[config.mk]
export PLATFORM = sky130hd
export DESIGN_NAME = rptr_empty
export DESIGN_NICKNAME = d
export VERILOG_FILES = /design/src/rtl/fifo_pkg.sv /design/src/rtl/sync_w2r.sv /design/src/rtl/rptr_empty.sv
export SDC_FILE = /design/constraint.sdc
export NUM_CORES = 1
export LEC_CHECK = 0
export CORE_UTILIZATION = 46
export CTS_BUF_LIST = sky130_fd_sc_hd__clkbuf_4
export CTS_CLUSTER_DIAMETER = 30
export CTS_CLUSTER_SIZE = 28
export DETAILED_ROUTE_END_ITERATION = 8
export HOLD_SLACK_MARGIN = 0.03
export PLACE_DENSITY_LB_ADDON = 0.08
export REMOVE_ABC_BUFFERS = 1
export SYNTH_ARGS = -nofsm -noshare
export SYNTH_HDL_FRONTEND = slang
export SYNTH_SLANG_ARGS = --single-unit
export TNS_END_PERCENT = 1
[constraint.sdc]
create_clock -name rd_clk -period 2.6 [get_ports rd_clk]
set_clock_uncertainty 0.1 [all_clocks]
set_input_delay 0.39 -clock rd_clk [delete_from_list [all_inputs] [get_ports rd_clk]]
set_output_delay 0.39 -clock rd_clk [all_outputs]
set_load 0.05 [all_outputs]
[src/rtl/fifo_pkg.sv]
// fifo_pkg: Gray/binary pointer conversions shared by the read and write pointer blocks.
package fifo_pkg;
    localparam int PTR_MAX = 32;

    function automatic logic [PTR_MAX-1:0] bin2gray(input logic [PTR_MAX-1:0] b);
        return (b >> 1) ^ b;
    endfunction

    // Zero-extended input is safe: leading zeros convert to leading zeros.
    function automatic logic [PTR_MAX-1:0] gray2bin(input logic [PTR_MAX-1:0] g);
        logic [PTR_MAX-1:0] b;
        b[PTR_MAX-1] = g[PTR_MAX-1];
        for (int i = PTR_MAX - 2; i >= 0; i--) b[i] = b[i+1] ^ g[i];
        return b;
    endfunction
endpackage

[src/rtl/sync_w2r.sv]
// sync_w2r: two-flop synchronizer carrying the Gray write pointer into the read clock domain.
module sync_w2r #(
    parameter int add_size = 3
) (
    input  logic              rd_clk,
    input  logic              rd_rst,
    input  logic [add_size:0] wr_ptr,
    output logic [add_size:0] wq2
);
    logic [add_size:0] wq1;

    always_ff @(posedge rd_clk) begin
        if (!rd_rst) begin
            wq1 <= '0;
            wq2 <= '0;
        end else begin
            wq1 <= wr_ptr;
            wq2 <= wq1;
        end
    end
endmodule

[src/rtl/rptr_empty.sv]
// rptr_empty: FIFO read pointer, registered empty/almost-empty flags, fill level and sticky underflow.
module rptr_empty
    import fifo_pkg::*;
#(
    parameter int add_size  = 3,
    parameter int AE_THRESH = 1
) (
    input  logic                rd_clk,
    input  logic                rd_rst,
    input  logic                rd_inc,
    input  logic [add_size:0]   wr_ptr,
    output logic [add_size-1:0] rd_addr,
    output logic [add_size:0]   rd_ptr,
    output logic                empty,
    output logic                almost_empty,
    output logic [add_size:0]   rd_count,
    output logic                underflow
);
    localparam int W = add_size + 1;
    localparam logic [W-1:0] AE = W'(AE_THRESH);

    logic [W-1:0] rd_bin, rd_binnext, rd_graynext, wq2, wbin_sync, level;

    sync_w2r #(.add_size(add_size)) u_sync (
        .rd_clk(rd_clk),
        .rd_rst(rd_rst),
        .wr_ptr(wr_ptr),
        .wq2(wq2)
    );

    assign rd_binnext  = rd_bin + W'(rd_inc & ~empty);
    assign rd_graynext = W'(bin2gray(PTR_MAX'(rd_binnext)));
    assign wbin_sync   = W'(gray2bin(PTR_MAX'(wq2)));
    // Level uses the post-pop pointer so flags settle on the consuming edge.
    assign level       = wbin_sync - rd_binnext;
    assign rd_addr     = rd_bin[add_size-1:0];

    always_ff @(posedge rd_clk) begin
        if (!rd_rst) begin
            rd_bin       <= '0;
            rd_ptr       <= '0;
            empty        <= 1'b1;
            almost_empty <= 1'b1;
            rd_count     <= '0;
            underflow    <= 1'b0;
        end else begin
            rd_bin       <= rd_binnext;
            rd_ptr       <= rd_graynext;
            empty        <= rd_graynext == wq2;
            almost_empty <= level <= AE;
            rd_count     <= level;
            underflow    <= underflow | (rd_inc & empty);
        end
    end
endmodule

Yosys cells after proc, flatten, opt, wreduce, memory -nomap -nowiden:

Cells that the tools add are included.

* input port bits: 7
* flip-flop bits (word level): 23
* output and inout bits: 14
* logic and storage cells: 20

* order comparisons: 1
* add/sub/neg operators: 2
* bitwise gates (word level): 8
* equal/unequal tests: 1

Operator list (number)
* $add A4 B4 Y4: 1
* $and A1 B4 Y4: 1
* $eq A4 B4 Y1: 1
* $le A4 B1 Y1 const B: 1
* $not A1 Y4: 1
* $sub A4 B4 Y4: 1
* $xor A3 B4 Y4: 1
* $xor A1 B1 Y1: 3
* $and A1 B1 Y1: 1
* $or A1 B1 Y1: 1

Longest topological paths before layout:

* depth in word-level cells: 5
* mapped depth: 10
* depth with buffers taken out: 10

By module:

A second synthesis with hierarchy kept.

* cells, all modules: 82
* area total of the unflattened synthesis: 933.4 um^2

By module, submodules not included
* rptr_empty: sequential area each 280.3 um^2, instances 1, area each 723.2 um^2, cells an instance 66
* sync_w2r: sequential area each 160.2 um^2, instances 1, area each 210.2 um^2, cells an instance 16

Worst setup path after synthesis:

Ideal clock, no wire load.

* path type: register -> register
* start point: reg empty
* end point: reg rd_count[3]
* path slack: -0.273 ns
* period minus slack after synthesis: 2.873 ns
* stages on the path, launching flop included: 11
* setup time: 0.116 ns
* arrival: 2.657 ns
* cells stage by stage: dfxtp_1 > nor2b_1 > ha_1 > ha_1 > xor2_1 > inv_1 > ha_1 > or3b_2 > o311ai_4 > xnor2_1 > and2_2

* cells in the longest elaborated chain, start to end: 4

RTL lines
* start: declaration: RTL line rptr_empty.sv:14 `output logic empty,`
* start signal: assignment: RTL line rptr_empty.sv:49 `empty <= rd_graynext == wq2;`
* $not A1 Y4: RTL line rptr_empty.sv:31 `assign rd_binnext = rd_bin + W'(rd_inc & ~empty);`
* $and A1 B4 Y4: RTL line rptr_empty.sv:31
* $add A4 B4 Y4: RTL line rptr_empty.sv:31
* $sub A4 B4 Y4: RTL line rptr_empty.sv:35 `assign level = wbin_sync - rd_binnext;`
* end signal: assignment: RTL line rptr_empty.sv:51 `rd_count <= level;`
* end: declaration: RTL line rptr_empty.sv:16 `output logic [add_size:0] rd_count,`

No other way between the ends.
A chain may end at the register's enable or synchronous reset.

Worst setup path after layout:

* start point: in rd_inc
* end point: reg rd_count[3]

* cells in the longest elaborated chain, start to end: 3

RTL lines
* start: declaration: RTL line rptr_empty.sv:10 `input logic rd_inc,`
* $and A1 B4 Y4: RTL line rptr_empty.sv:31
* $add A4 B4 Y4: RTL line rptr_empty.sv:31
* $sub A4 B4 Y4: RTL line rptr_empty.sv:35

No other way between the ends.

==> impl_metrics.tcl <==
set metrics [dict create \
    cts_max_level 1 \
    grt-busiest-layer "met2" \
    ys_top_cells_by_count "dfxtp_1 (22), and2_1 (19), xor2_1 (8)" \
    gp_congestion 0.7314 \
    die_area_sq_um 2222 \
    max_cap_violations 0 \
    final_hold_viol_count 0 \
    dp_cells 132 \
    first_iter_violations 7 \
    end_kind "register" \
    met3_usage_pct 3.462 \
    stdcell_count 138 \
    grt_first_pass_wirelength_microns 2463 \
    synth.most_common_cell "dfxtp_1" \
    p_leak_nw 0.5792 \
    cts_buffers 3 \
    ys_seq_area_share_pct 47.00 \
    final_cell_area_sq_um 1313 \
    path_clk_slew_ns 0.12 \
    dieWidth_microns 47.14 \
    num_rows 15 \
    cts_root_buf "clkbuf_4" \
    fmax_mhz 395.7 \
    crit_slowest_cell "clkdlybuf4s50_1" \
    crit_type "input pin to register" \
    clock_path_buffers 2 \
    setup-tns-final_ns 0 \
    crit_start "rd_inc" \
    ff2ff_setup_slack_ns 0.30 \
    area_delta_synth_final_pct 40.05 \
    synth.top_cell.area_share_pct 47.00 \
    hold_path.class "register to register" \
    met1_usage_pct 18.33 \
    ys_ff_latch 22 \
    syn_avg_cell_area_sq_um 11.29 \
    arrival_ns 2.64 \
    first_pass_iters 2 \
    netlist_area_sq_um 937.1 \
    core-area_sq_um 1821 \
    drcViolationCount 0 \
    die_y_microns 47.14 \
    drive_gt1_share_pct 20.35 \
    clock_latency_ns 0.30 \
    p_per_area_nw_per_um2 676.4 \
    dpl.hpwl_microns 1124 \
    yosys.area.top_type "dfxtp_1" \
    io_pins 21 \
    antenna_found_initial 0 \
    netlist_instances 83 \
    timing.rr.end "rd_count[3]$_SDFF_PN0_" \
    insertedDiodeCount 0 \
    grt.total_usage_pct 16.49 \
    cp-start-kind "input pin" \
    crit_chain "clkdlybuf4s50_1 > nor2b_2 > ha_2 > ha_4 > xor2_2 > inv_1 > ha_1 > or3b_4 > o311ai_4 > xnor2_2 > and2_2" \
    setup_viol_count_final 0 \
    r2r_start "u_sync.wq2[3]$_SDFF_PN0_" \
    avgRoutedWirePerCell_microns 10.85 \
    start_util_pct 51.48 \
    min_period_over_period_pct 97.20 \
    antenna_left 0 \
    io_buffers 20 \
    synthTopCellsByArea "dfxtp_1 (47%), and2_1 (13%), xor2_1 (7.5%), ha_1 (6.7%), xnor2_1 (5.6%)" \
    crit_required_ns 2.71 \
    vdd_drop_max_mv 0.4355 \
    synth_edf_count 0 \
    synth_warnings 0 \
    grt_max_degree 23 \
    tightest_slew_ns 0.5469 \
    cp_max_fo 2 \
    maxSlewViolCount 0 \
    synthFlopType "dfxtp_1" \
    fin_nets 126 \
    grt_pass1_vias 606 \
    critPathMaxStageDelay_ns 0.47 \
    vias 643 \
    crit_end "rd_count[3]$_SDFF_PN0_" \
    max-slew-margin-rel_pct 63.42 \
    via_per_inst 4.659 \
    dpl_cell_area_sq_um 1210 \
    reg2reg_depth 8 \
    status "finished clean" \
    met2_usage_pct 29.44 \
    cts.sinks 22 \
    cts_tree "yes" \
    period_minus_slack_ns 2.527 \
    async_flop_share_pct 0 \
    ys_types 21 \
    grt.overflow.total 0 \
    nFillCells 152 \
    worst_slack_ns 0.07293 \
    dp_slack_ns -0.4913 \
    drt-total-wl_microns 1497 \
]
-- kinds of logic after synthesis --
family / share of synthesized area [%]
muxes: 1.068
and+or+nand+nor: 17.36
adders and majority gates: 6.676
buffers and inverters: 2.803
xor gates and xnor gates: 18.02
AOI/OAI and AO/OA: 7.077
DFF: 47.00
-- layout make-up --
cell class | instances | area, sq um | area share, %
clock buffers | 3 | 22.52 | 1.716
clock inverters | 1 | 30.03 | 2.288
inverters | 4 | 15.01 | 1.144
multi-input cells | 54 | 505.5 | 38.51
flip-flops and latches | 22 | 440.4 | 33.56
well taps | 25 | 31.28 | 2.383
repair buffers | 29 | 267.8 | 20.40
-- how the worst min path moves through the flow --
stage                        startpoint                  endpoint  slack (ns)  cells after the start
2_1_floorplan  u_sync.wq1[0]$_SDFF_PN0_  u_sync.wq2[0]$_SDFF_PN0_        0.31                      1
3_3_place_gp   u_sync.wq1[3]$_SDFF_PN0_  u_sync.wq2[3]$_SDFF_PN0_        0.31                      1
3_5_place_dp   u_sync.wq1[1]$_SDFF_PN0_  u_sync.wq2[1]$_SDFF_PN0_        0.32                      1
4_1_cts        u_sync.wq1[1]$_SDFF_PN0_  u_sync.wq2[1]$_SDFF_PN0_        0.35                      1
5_1_grt        u_sync.wq1[0]$_SDFF_PN0_  u_sync.wq2[0]$_SDFF_PN0_        0.36                      1
6_report       u_sync.wq1[3]$_SDFF_PN0_  u_sync.wq2[3]$_SDFF_PN0_        0.34                      1
-- power by group --
part / total [W] / switching, W / internal, W
clock: 0.000257 / 0.000101 / 0.000156
sequential: 0.000377 / 0.0000114 / 0.000365
combinational: 0.000254 / 0.000143 / 0.000111
total: 0.000888 / 0.000256 / 0.000632
-- cells in the final DEF, fill, tap and decap left out, types with 2 or more instances in the layout --
cell type | synthesis | layout
and2_1 | 19 | 19
xnor2_1 | 6 | 5
buf_4 | 0 | 9
clkdlybuf4s50_1 | 0 | 20
ha_1 | 5 | 3
nor2b_1 | 3 | 2
clkbuf_4 | 0 | 3
dfxtp_1 | 22 | 22
xor2_1 | 8 | 7
inv_1 | 4 | 4
-- per-layer routing --
metal	vias to the layer above	share of wire, %
li1	324	-
met1	299	42
met2	16	53
met3	4	3.4
met4	0	1.9
met5	-	0
-- state kept, by name (all words and copies together) (netlist names) --
name and flops:
underflow 1, rd_count 4, u_sync.wq1 4, almost_empty 1
u_sync.wq2 4, rd_ptr 4, rd_bin 3, empty 1
-- metrics by stage --
step                total power [W]  util [%]  hold WS [ns]
floorplan                 0.0005481         -        0.3118
global placement          0.0006263     66.46        0.3144
detailed placement        0.0006322     66.46        0.3192
CTS                       0.0009008     71.68        0.3496
global route              0.0009300     72.10        0.3644
finish                    0.0008878     72.10        0.3441
-- timing repair --
action                     4_1_cts  5_1_grt
buffers inserted                 2        0
cloned                           0        0
hold buffers                     0        0
resized for setup                6        1
setup endpoints to repair        2        2
pin swaps                        2        2
-- worst max-delay path: cells and delay by family --
family,cells,cell delay [ns]
xor+xnor,2,0.27
fa+ha+maj,3,0.64
compound gates,1,0.10
buf+inv,2,0.53
simple gates,3,0.71
Power figures use the tool's default switching activity.
